File: src/rtl/stage_ic_buffer.sv
// Complete-stage result buffer: in-order FIFO between execute and the CDB.
// Optional same-cycle execute-to-CDB bypass when empty: define IC_BYPASS_EN.
module stage_ic_buffer #(
    parameter int XLEN  = 32,
    parameter int DEPTH = 4,
    parameter int TAG_W = 6,
    parameter int ROB_W = 5
) (
    input  logic                     clock,
    input  logic                     reset,
    input  logic                     squash,
    input  logic                     ex_valid,
    input  logic [XLEN-1:0]          ex_result,
    input  logic [XLEN-1:0]          ex_target,
    input  logic                     ex_take_branch,
    input  logic [TAG_W-1:0]         ex_tag,
    input  logic                     ex_tag_valid,
    input  logic [ROB_W-1:0]         ex_rob_idx,
    input  logic                     ex_halt,
    input  logic                     ex_illegal,
    output logic                     ex_ready,
    input  logic                     cdb_grant,
    output logic                     cdb_valid,
    output logic [XLEN-1:0]          cdb_data,
    output logic [TAG_W-1:0]         cdb_tag,
    output logic                     cdb_tag_valid,
    output logic [ROB_W-1:0]         cdb_rob_idx,
    output logic                     cdb_take_branch,
    output logic [XLEN-1:0]          cdb_target,
    output logic                     cdb_halt,
    output logic                     cdb_illegal,
    output logic [$clog2(DEPTH):0]   count
);

    localparam int PTR_W = $clog2(DEPTH);
    localparam int CNT_W = PTR_W + 1;

    localparam logic [PTR_W-1:0] PTR_ONE  = PTR_W'(1);
    localparam logic [CNT_W-1:0] CNT_ONE  = CNT_W'(1);
    localparam logic [CNT_W-1:0] FULL_CNT = CNT_W'(DEPTH);

    typedef struct packed {
        logic [XLEN-1:0]  result;
        logic [XLEN-1:0]  target;
        logic             take_branch;
        logic [TAG_W-1:0] tag;
        logic             tag_valid;
        logic [ROB_W-1:0] rob_idx;
        logic             halt;
        logic             illegal;
    } entry_t;

    entry_t           mem [DEPTH];
    entry_t           ex_entry;
    entry_t           cdb_entry;
    logic [PTR_W-1:0] head;
    logic [PTR_W-1:0] tail;
    logic             occupied;
    logic             push;
    logic             pop;

    always_comb begin
        ex_entry.result      = ex_result;
        ex_entry.target      = ex_target;
        ex_entry.take_branch = ex_take_branch;
        ex_entry.tag         = ex_tag;
        ex_entry.tag_valid   = ex_tag_valid;
        ex_entry.rob_idx     = ex_rob_idx;
        ex_entry.halt        = ex_halt;
        ex_entry.illegal     = ex_illegal;
    end

    // Back-pressure comes from the registered count only, never from cdb_grant.
    assign occupied = (count != '0);
    assign ex_ready = (count < FULL_CNT);

`ifdef IC_BYPASS_EN
    logic bypass_hit;

    // An empty buffer forwards execute straight to the CDB; a granted bypass is consumed.
    assign bypass_hit = !occupied && ex_valid && !squash;
    assign cdb_valid  = (occupied || ex_valid) && !squash;
    assign cdb_entry  = occupied ? mem[head] : ex_entry;
    assign push       = ex_valid && ex_ready && !squash && !(bypass_hit && cdb_grant);
`else
    assign cdb_valid  = occupied && !squash;
    assign cdb_entry  = mem[head];
    assign push       = ex_valid && ex_ready && !squash;
`endif

    // Pop only real entries, so a grant to a bypassed result leaves the pointers alone.
    assign pop = occupied && cdb_grant && !squash;

    // NOTE: every output gets a default first so this block can never infer a latch.
    always_comb begin
        cdb_data        = '0;
        cdb_tag         = '0;
        cdb_tag_valid   = 1'b0;
        cdb_rob_idx     = '0;
        cdb_take_branch = 1'b0;
        cdb_target      = '0;
        cdb_halt        = 1'b0;
        cdb_illegal     = 1'b0;
        if (cdb_valid) begin
            cdb_data        = cdb_entry.result;
            cdb_tag         = cdb_entry.tag;
            cdb_tag_valid   = cdb_entry.tag_valid && !cdb_entry.illegal
                              && (cdb_entry.tag != '0);
            cdb_rob_idx     = cdb_entry.rob_idx;
            cdb_take_branch = cdb_entry.take_branch;
            cdb_target      = cdb_entry.target;
            cdb_halt        = cdb_entry.halt;
            cdb_illegal     = cdb_entry.illegal;
        end
    end

    // NOTE: the storage array is not reset; stale slots are unreachable because
    // count gates cdb_valid and every cdb_* field is masked to 0 when invalid.
    always_ff @(posedge clock) begin
        if (push) begin
            mem[tail] <= ex_entry;
        end
    end

    // NOTE: all state updates use non-blocking assignments so reads within the
    // same edge see the pre-edge values of head, tail and count.
    always_ff @(posedge clock or posedge reset) begin
        if (reset) begin
            head  <= '0;
            tail  <= '0;
            count <= '0;
        end else if (squash) begin
            head  <= '0;
            tail  <= '0;
            count <= '0;
        end else begin
            if (push) begin
                tail <= tail + PTR_ONE;
            end
            if (pop) begin
                head <= head + PTR_ONE;
            end
            case ({push, pop})
                2'b10:   count <= count + CNT_ONE;
                2'b01:   count <= count - CNT_ONE;
                default: count <= count;
            endcase
        end
    end

endmodule

File: config.mk
export PLATFORM = sky130hd
export DESIGN_NAME = stage_ic_buffer
export DESIGN_NICKNAME = d
export VERILOG_FILES = /design/src/rtl/stage_ic_buffer.sv
export SDC_FILE = /design/constraint.sdc
export NUM_CORES = 1
export LEC_CHECK = 0
export BUFFER_PORTS_ARGS = -buffer_cell sky130_fd_sc_hd__clkbuf_2
export CAP_MARGIN = 40
export CORE_MARGIN = 8
export CORE_UTILIZATION = 40
export CTS_BUF_LIST = sky130_fd_sc_hd__clkbuf_8
export DETAILED_ROUTE_END_ITERATION = 10
export HOLD_SLACK_MARGIN = 0.08
export SLEW_MARGIN = 20
export SYNTH_ARGS = -nofsm -noshare
export SYNTH_HDL_FRONTEND = slang
export SYNTH_SLANG_ARGS = --single-unit
export TNS_END_PERCENT = 5
File: constraint.sdc
create_clock -name clock -period 3.82 [get_ports clock]
set_clock_uncertainty 0.2 [all_clocks]
set_input_delay 0.382 -clock clock [delete_from_list [all_inputs] [get_ports clock]]
set_output_delay 0.382 -clock clock [all_outputs]
set_load 0.1 [all_outputs]
* Word level (Yosys, flattened, before mapping)
Memory sizes are Yosys's and may differ from the RTL's.
Index checks and enable logic that the tools add are counted.
** Storage, ports and cells
- Flip-flop bits (word level) :: 7
- Memories :: 1
- Output and inout bits :: 84
- Input bits :: 84
- RAM bits :: 316
** Cells by class
- Magnitude comparators :: 1
- Reduce and logical (&&, ||, !) cells :: 14
- Equality and inequality tests :: 2
- Muxes and demuxes :: 16
- Add/sub/neg operators :: 4
** Memories
- mem :: words 4, width 79, read ports 1, clocked after memory_dff 0, wr ports 1, line 53 : entry_t mem [DEPTH];
** Operators with widths (number)
- 32-bit two-way mux :: 2
- 2-bit two-way mux :: 4
- 1-bit logical AND :: 7
- 1-bit two-way mux :: 6
- 6-bit two-way mux :: 1
- 3-bit case mux with 2 select lines :: 1
- 3-bit nonzero test :: 2
- 6-bit nonzero test :: 1
- 5-bit two-way mux :: 1
- 2-bit by 1-bit adder with 2-bit output, second input constant :: 2
- 2-bit nonzero test :: 2
- 3-bit by 1-bit adder with 3-bit output, second input constant :: 1
- 3-bit less-than comparator, second input constant :: 1
- 3-bit two-way mux :: 1
- 3-bit by 1-bit subtractor with 3-bit output, second input constant :: 1
- 2-bit by 1-bit == test with 1-bit output, second input constant :: 1
- 2-bit == test, second input constant :: 1
- 1-bit zero test :: 2

* Longest topological paths before layout
Gate-level depths: netlist of the first run.
- Depth after elaboration :: 6
- Mapped depth :: 7
- Depth with buffers taken out :: 6

* Worst setup path before layout of the first run
No wires, ideal clock.
- Path kind :: register to output
- Start :: register count[1]
- End :: output port cdb_tag_valid
- Path buffers :: 1
- Arrival time :: 3753 ps
- Stages on the path, launching flop included :: 6
- Required time :: 3238 ps
- Setup slack :: -515 ps
- Cell sequence :: dfrtp_1 -> nor3_1 -> nor2_1 -> clkbuf_1 -> nand2_1 -> nor3_1
** Between the ends
- Cells in the longest elaborated chain, start to end :: 3
** RTL lines
- start, declared :: line 32 : output logic [$clog2(DEPTH):0] count
- start signal, assigned :: line 144 : 2'b10: count <= count + CNT_ONE;
- start signal, assigned :: line 145 : 2'b01: count <= count - CNT_ONE;
- start signal, assigned :: line 146 : default: count <= count;
- 3-bit nonzero test :: line 74 : assign occupied = (count != '0);
- 1-bit logical AND :: line 86 : assign cdb_valid = occupied && !squash;
- 1-bit two-way mux :: line 104 : if (cdb_valid) begin
- end, declared :: line 26 : output logic cdb_tag_valid,
Every way passes these cells.

* Worst setup path in the final report of the first run
- Start :: register head[0]
- End :: output port cdb_tag_valid
** Between the ends
- Cells in the longest elaborated chain, start to end :: 5
- Elaborated cells between the ends (all ways) :: 6
- Those cells by class :: 1 x mux; 4 x reduce/logical; 1 x memory
** RTL lines
- start, declared :: line 56 : logic [PTR_W-1:0] head;
- start signal, assigned :: line 141 : head <= head + PTR_ONE;
- memory 4 x 79 bit *
- parallel branches: the longest is 2 deep, another holds 6-bit nonzero test
- 1-bit logical AND * :: line 108 : && (cdb_entry.tag != '0);
- 1-bit two-way mux * :: line 104
Mark *: on every way between the ends.

==> run summary, run 1 <==
GRT
-----------------------------------------------------------------------------------------
Antenna violations before repair                                                        0
GR Overflow Total                                                                       0
Largest net degree at the start of global routing                                      54
Global-route wire length before repair                                           41.08 mm
Vias in the first global route                                                       7298
Global-route usage over all layers                                                 14.58%

CRITICAL PATH
-----------------------------------------------------------------------------------------
Worst R2R Start                                                              count[2]$_DFFE_PP0P_
Arrival @ worst endpoint                                                          2.93 ns
Standard cell with the maximum stage delay on the critical path              sky130_fd_sc_hd__mux4_2
Largest fanout of any net on the critical path                                         29
List of cells traversed by the critical path                                 buf_4, mux4_2, nor3_2, nor3_2, clkbuf_2
Number of cells on the worst reg-to-reg path                                            5
Startpoint type of the worst setup path                                         flip-flop
Longest individual stage delay on the worst path                                  0.62 ns
Path type of the worst setup path                                                 reg2out
Cell with the most instances on the worst path                               sky130_fd_sc_hd__nor3_2
Bufs and invs on worst path                                                             2
Largest delay share family, worst path                                       buffers and inverters
Kind of capture point of the worst setup path                                  output pin
R2r endpoint                                                                 mem[1][43]$_DFFE_PP_
Flop2flop setup slack                                                             1.29 ns
Endpoint required time on the critical path                                       3.24 ns

CLOCK NETWORK
-----------------------------------------------------------------------------------------
Setup Buffers After CTS                                                                 0
Max H-tree Level                                                                        2
Number of buffers inserted during clock tree synthesis                                 52
TritonCTS clock tree                                                                 done
Largest buffer count on any clock path                                                  3
Root Buffer                                                                  sky130_fd_sc_hd__clkbuf_8
Clock-pin slew on the worst setup and hold paths                                  0.06 ns
Clock insertion delay at the later pin of the skew report                         0.57 ns
CTS sink cnt                                                                          323

SYNTH
-----------------------------------------------------------------------------------------
Number of distinct library cells after synthesis                                       24
Register bit count reported by yosys                                                  323
Avg Inst Size Synth                                                             22.35 um2
Most instantiated flip-flop cell in the synthesis netlist                    sky130_fd_sc_hd__edfxtp_1
Number of enable flip-flop cells after synthesis                                      316
Cells taking the most area after synthesis                                   sky130_fd_sc_hd__edfxtp_1 77%, sky130_fd_sc_hd__mux4_2 14%, sky130_fd_sc_hd__and2_1 4.2%
Leading cell type by number of instances after synthesis                     sky130_fd_sc_hd__edfxtp_1
Proportion of synthesized chip area in sequential cells                            78.21%
Number of warnings reported in the yosys synthesis log                                  0
Yosys top cell by area                                                       sky130_fd_sc_hd__edfxtp_1
Net Count, Synth                                                                      642
Proportion of register bits with asynchronous set or reset after synthesis         2.167%
Cells after Synth                                                                     553
Commonest cells in the netlist                                               316 x sky130_fd_sc_hd__edfxtp_1, 83 x sky130_fd_sc_hd__and2_1, 79 x sky130_fd_sc_hd__mux4_2
Total standard cell area after synthesis                                      0.01236 mm2
Post-synth top area share                                                          76.79%

FINISH
-----------------------------------------------------------------------------------------
Number of antenna repair diodes                                                         0
Nets                                                                                  937
Seq. cell area                                                               0.009672 mm2
Share of cells above drive strength 1                                              38.06%
Finished Core Util                                                                 51.11%
Filler Cells Inserted                                                                2487
Multi-input gate area in the final layout                                    0.002567 mm2
Non-filler instance count after layout                                               1284
Area growth from synthesis to layout                                               26.19%

HOLD PATH
-----------------------------------------------------------------------------------------
Hold Path Depth                                                                         2
Start point of the worst hold path                                           ex_target[5]
Worst Hold Path EP                                                           mem[2][20]$_DFFE_PP_
Path class of the lowest-slack min-delay path                                      in2reg

ROUTING
-----------------------------------------------------------------------------------------
Detailed router's first-iteration violation count                                     301
Number of remaining DRC errors                                                          0
Wire length per cell                                                             20.59 um
TritonRoute pass-1 iters                                                                4
Drt via density                                                                     4.930
Total via count after detailed routing                                               6330
Remaining number of nets flagged by the antenna check after routing                     0
Final WL                                                                         26.44 mm

STA
-----------------------------------------------------------------------------------------
Number of max-slew violations in the final report                                       0
Final critical delay including setup and external delays                         3.517 ns
Transition at the pin with the smallest max-transition slack                    0.7838 ns
Period utilization                                                                 92.07%
Maximum clock frequency                                                         284.3 MHz
Setup tns final                                                                      0 ns
Number of hold violations in the final report                                           0
Final setup violation count                                                             0
RSZ-0062 raised after global routing                                                false
Worst-case headroom to the max-slew limit                                          47.74%

POWER
-----------------------------------------------------------------------------------------
Static leakage power                                                             5.468 nW
Total power divided by cell area                                             681.2 mW/mm2
Design Power                                                                     10.62 mW
Peak supply drop                                                                0.5843 mV

PLACED DESIGN
-----------------------------------------------------------------------------------------
Post-detail-place hpwl                                                           16.31 mm
Number of port buffers                                                                167
Final weighted congestion of routability-driven global placement                   0.7250
Cell count after placement                                                           1105

FLOORPLAN
-----------------------------------------------------------------------------------------
Die ar.                                                                       0.03677 mm2
Die extent in y                                                                  191.8 um
Placeable Area                                                                0.03051 mm2
I/O pin cnt                                                                           168
X dimension of the die                                                           191.8 um
Initial standard-cell utilization of the core                                      40.50%
# rows                                                                                 64

FLOW RUN
-----------------------------------------------------------------------------------------
Max-cap violation count                                                                 0

OUTCOME
-----------------------------------------------------------------------------------------
Outcome                                                                      complete, no violations

cell type report:
cell class / count / area share, %
clock buffer: 57 / 5.031
sequential: 323 / 62.03
multi-input combinational: 196 / 16.47
timing repair buffer: 269 / 12.12
inverter: 6 / 0.1444
tap: 396 / 3.178
clock inverter: 37 / 1.035
power by group:
part / switching, mW / leakage (nW) / internal, mW
registers: 0.0726 / 2.96 / 4.09
clock network: 1.28 / 0.542 / 1.37
logic: 2.81 / 1.97 / 1.00
total: 4.16 / 5.47 / 6.47
logic make-up (layout without fill, tap and decap cells):
| kind of cell | after synthesis | count (layout) | share of synthesized area (%) |
|---|---|---|---|
| muxes | 80 | 80 | 14.48 |
| adders and majority gates | 5 | 5 | 0.5671 |
| xor gates and xnor gates | 4 | 4 | 0.2835 |
| AOI/OAI and AO/OA | 4 | 4 | 0.2734 |
| buffers and inverters | 34 | 369 | 1.195 |
| and+or+nand+nor | 103 | 103 | 4.992 |
| DFF | 323 | 323 | 78.21 |
metrics by stage:
step                hold slack [ns]  setup slack [ns]  instance area [um2]
finish                       0.3665            0.3031                15590
global placement             0.1312            0.7246                13780
detailed placement           0.1387            0.8129                13800
global route                 0.3421           0.09023                15590
CTS                          0.3268            0.1814                15590
floorplan                  -0.01460           -0.1494                12360
routing by layer:
layer	vias to the layer above	share of wire [%]	GRT usage, %
li1	2842	-	-
met1	3266	41	17.96
met2	182	52	25.47
met3	40	5.3	3.250
met4	0	1.7	4.144
met5	-	0	0
timing repair:
| action | 4_1_cts | 5_1_grt |
|---|---|---|
| gates resized for setup | 0 | 0 |
| hold endpoints to repair | 330 | 0 |
| setup endpoints to repair | 0 | 0 |
| hold buffers | 85 | 0 |
worst max-delay path by stage:
| stage | end | cells past startpoint | slack, ns | startpoint |
|---|---|---|---|---|
| 3_5_place_dp | cdb_tag_valid | 5 | 0.81 | head[0]$_DFFE_PP0P_ |
| 5_1_grt | cdb_data[19] | 5 | 0.09 | head[0]$_DFFE_PP0P_ |
| 3_3_place_gp | cdb_data[26] | 4 | 0.72 | head[0]$_DFFE_PP0P_ |
| 6_report | cdb_tag_valid | 5 | 0.30 | head[0]$_DFFE_PP0P_ |
| 4_1_cts | cdb_tag_valid | 5 | 0.18 | head[0]$_DFFE_PP0P_ |
| 2_1_floorplan | mem[1][0]$_DFFE_PP_ | 4 | -0.15 | count[2]$_DFFE_PP0P_ |
registers in the layout (all words and copies together), names as in the netlist:
name	flops
count	3
head	2
mem	316
tail	2
worst reg2reg max path: stages (launching register included):
cell                      delay, ns
sky130_fd_sc_hd__dfrtp_1       0.47
sky130_fd_sc_hd__nor2b_1       0.14
sky130_fd_sc_hd__buf_4         0.16
sky130_fd_sc_hd__nor2b_1       0.25
sky130_fd_sc_hd__and2_4        0.64
sky130_fd_sc_hd__buf_12        0.32
cell usage in the layout (no fill, tap or decap), types with 6 or more instances in the layout:
cell type / count
sky130_fd_sc_hd__and2_1: 79
sky130_fd_sc_hd__buf_12: 6
sky130_fd_sc_hd__buf_4: 11
sky130_fd_sc_hd__clkbuf_2: 167
sky130_fd_sc_hd__clkbuf_8: 57
sky130_fd_sc_hd__clkinv_1: 14
sky130_fd_sc_hd__dlygate4sd3_1: 85
sky130_fd_sc_hd__edfxtp_1: 316
sky130_fd_sc_hd__inv_1: 21
sky130_fd_sc_hd__mux4_2: 79
sky130_fd_sc_hd__nor2_1: 9
(Power assumes the default switching activity.)
==> inputs of run 2 (changes only) <==
--- a/config.mk
+++ b/config.mk
@@ -9,9 +9,9 @@
 export CAP_MARGIN = 40
 export CORE_MARGIN = 8
 export CORE_UTILIZATION = 40
-export CTS_BUF_LIST = sky130_fd_sc_hd__clkbuf_8
 export DETAILED_ROUTE_END_ITERATION = 10
 export HOLD_SLACK_MARGIN = 0.08
+export SKIP_CTS_REPAIR_TIMING = 1
 export SLEW_MARGIN = 20
 export SYNTH_ARGS = -nofsm -noshare
 export SYNTH_HDL_FRONTEND = slang
==> constraint.sdc (replaced) <==
create_clock -name clock -period 4 [get_ports clock]
set_clock_uncertainty 0.2 [all_clocks]
set_input_delay 0.4 -clock clock [delete_from_list [all_inputs] [get_ports clock]]
set_output_delay 0.4 -clock clock [all_outputs]
set_load 0.1 [all_outputs]
==> run summary, run 2 (synthesis results as in run 1) <==
OUTCOME
----------------------------------------------------------------------------------
Outcome                                                               complete, no violations

STA
----------------------------------------------------------------------------------
Transition at the pin with the smallest max-transition slack             0.7037 ns
Final critical delay including setup and external delays                  3.405 ns
Maximum clock frequency                                                  293.6 MHz
Final setup violation count                                                      0
RSZ-0062 raised after global routing                                         false
Number of hold violations in the final report                                    0
Period utilization                                                          85.14%
Worst-case headroom to the max-slew limit                                   52.97%
Setup tns final                                                               0 ns
Number of max-slew violations in the final report                                0

FINISH
----------------------------------------------------------------------------------
Leading cell type in the layout, fill and taps excluded               sky130_fd_sc_hd__edfxtp_1
Largest regs                                                          mem (316), count (3)
Area growth from synthesis to layout                                        26.47%
Non-filler instance count after layout                                        1242
Most frequent cells in the layout                                     316 x sky130_fd_sc_hd__edfxtp_1, 167 x sky130_fd_sc_hd__clkbuf_2, 81 x sky130_fd_sc_hd__dlygate4sd3_1
Max FFs per register                                                           316
Share of cells above drive strength 1                                       36.80%
Nets                                                                           908
Most flop-heavy register                                                       mem

FLOORPLAN
----------------------------------------------------------------------------------
Initial standard-cell utilization of the core                               40.50%
# rows                                                                          64
X dimension of the die                                                    191.8 um
I/O pin cnt                                                                    168
Die ar.                                                                0.03677 mm2
Die extent in y                                                           191.8 um
Placeable Area                                                         0.03051 mm2

CLOCK NETWORK
----------------------------------------------------------------------------------
Number of buffers inserted during clock tree synthesis                          35
Clock insertion delay at the later pin of the skew report                  0.49 ns
Clock-pin slew on the worst setup and hold paths                           0.06 ns
CTS sink cnt                                                                   323
Max H-tree Level                                                                 2
TritonCTS clock tree                                                          done
Largest buffer count on any clock path                                           3
Root Buffer                                                           sky130_fd_sc_hd__clkbuf_16

ROUTING
----------------------------------------------------------------------------------
Remaining number of nets flagged by the antenna check after routing              0
Final WL                                                                  25.37 mm
Wire length per cell                                                      20.43 um
Number of remaining DRC errors                                                   0
Drt via density                                                              4.943
Detailed router's first-iteration violation count                              356
Total via count after detailed routing                                        6139
TritonRoute pass-1 iters                                                         4

PLACED DESIGN
----------------------------------------------------------------------------------
Final weighted congestion of routability-driven global placement            0.7239
Post-detail-place hpwl                                                    15.59 mm
Cell count after placement                                                    1097
Number of port buffers                                                         167

CRITICAL PATH
----------------------------------------------------------------------------------
Arrival @ worst endpoint                                                   2.81 ns
Largest fanout of any net on the critical path                                  30
Largest delay share family, worst path                                simple AND/OR/NAND/NOR gates
Kind of capture point of the worst setup path                           output pin
Longest individual stage delay on the worst path                           0.71 ns
List of cells traversed by the critical path                          mux4_2, or4_1, nor3_2, nor3_2, clkbuf_2
Standard cell with the maximum stage delay on the critical path       sky130_fd_sc_hd__dfrtp_4
Endpoint required time on the critical path                                3.40 ns
Cell with the most instances on the worst path                        sky130_fd_sc_hd__nor3_2
Bufs and invs on worst path                                                      1
Path type of the worst setup path                                          reg2out
Startpoint type of the worst setup path                                  flip-flop

GRT
----------------------------------------------------------------------------------
Vias in the first global route                                                6552
Global-route wire length before repair                                    38.07 mm
Antenna violations before repair                                                 2
GR Overflow Total                                                                0
Largest net degree at the start of global routing                               52
Global-route usage over all layers                                          13.62%

POWER
----------------------------------------------------------------------------------
Static leakage power                                                      5.386 nW
Peak supply drop                                                         0.4231 mV
Total power divided by cell area                                      673.4 mW/mm2

FLOW RUN
----------------------------------------------------------------------------------
Max-cap violation count                                                          0

HOLD PATH
----------------------------------------------------------------------------------
Path class of the lowest-slack min-delay path                               in2reg

## run 2: final timing paths
check,startpoint,to,slack (ns),depth (start not counted)
setup / recovery,head[1]$_DFFE_PP0P_,cdb_tag_valid,0.59,5
hold / removal,cdb_grant,count[2]$_DFFE_PP0P_,0.12,4
setup reg to reg,count[2]$_DFFE_PP0P_,mem[1][52]$_DFFE_PP_,1.29,4
hold reg to reg,tail[0]$_DFFE_PP0P_,tail[0]$_DFFE_PP0P_,0.41,2
max in group asynchronous,reset,head[1]$_DFFE_PP0P_,3.17,3
min in group asynchronous,reset,head[0]$_DFFE_PP0P_,0.16,3
## run 2: cell type report
type,count,area [um2]
multi-input cells,196,2567
clock inverters,15,110.1
clock buffers,48,955.9
inverters,6,22.52
repair buffers,257,1802
fillers,2489,14880
flip-flops and latches,323,9672
diodes,1,2.502
well taps,396,495.5
## run 2: worst min-delay path: cells and delay by family
kind | cells | cell delay [ns]
AO/OA/AOI/OAI | 1 | 0.09
AND/OR/NAND/NOR | 1 | 0.10
buffers and inverters | 2 | 0.17
## run 2: per-stage QoR
step / utilization [%] / hold slack (ns) / power, mW / setup slack (ns) / cell area (um2)
finish: 51.22 / 0.1175 / 10.52 / 0.5945 / 15630
global route: 51.22 / 0.1353 / 10.94 / 0.4764 / 15630
CTS: 48.56 / -0.3849 / 10.61 / 0.5229 / 14810
detailed placement: 45.06 / 0.1604 / 7.648 / 1.072 / 13750
global placement: 45.06 / 0.1602 / 7.619 / 1.059 / 13750
floorplan: - / 0.003398 / 6.965 / 0.03027 / 12360
## run 2: report_power, final
group | leakage (nW) | internal (mW) | switching, mW
Combinational | 1.91 | 0.936 | 2.65
Clock | 0.518 | 1.74 | 1.20
Sequential | 2.96 | 3.91 | 0.0888
Total | 5.39 | 6.59 | 3.94
## run 2: routing by layer
metal | part of all wire, % | GRT usage, %
met5 | 0 | 0
met3 | 6.4 | 3.740
met2 | 51 | 24.01
met1 | 41 | 16.32
met4 | 1.6 | 3.375
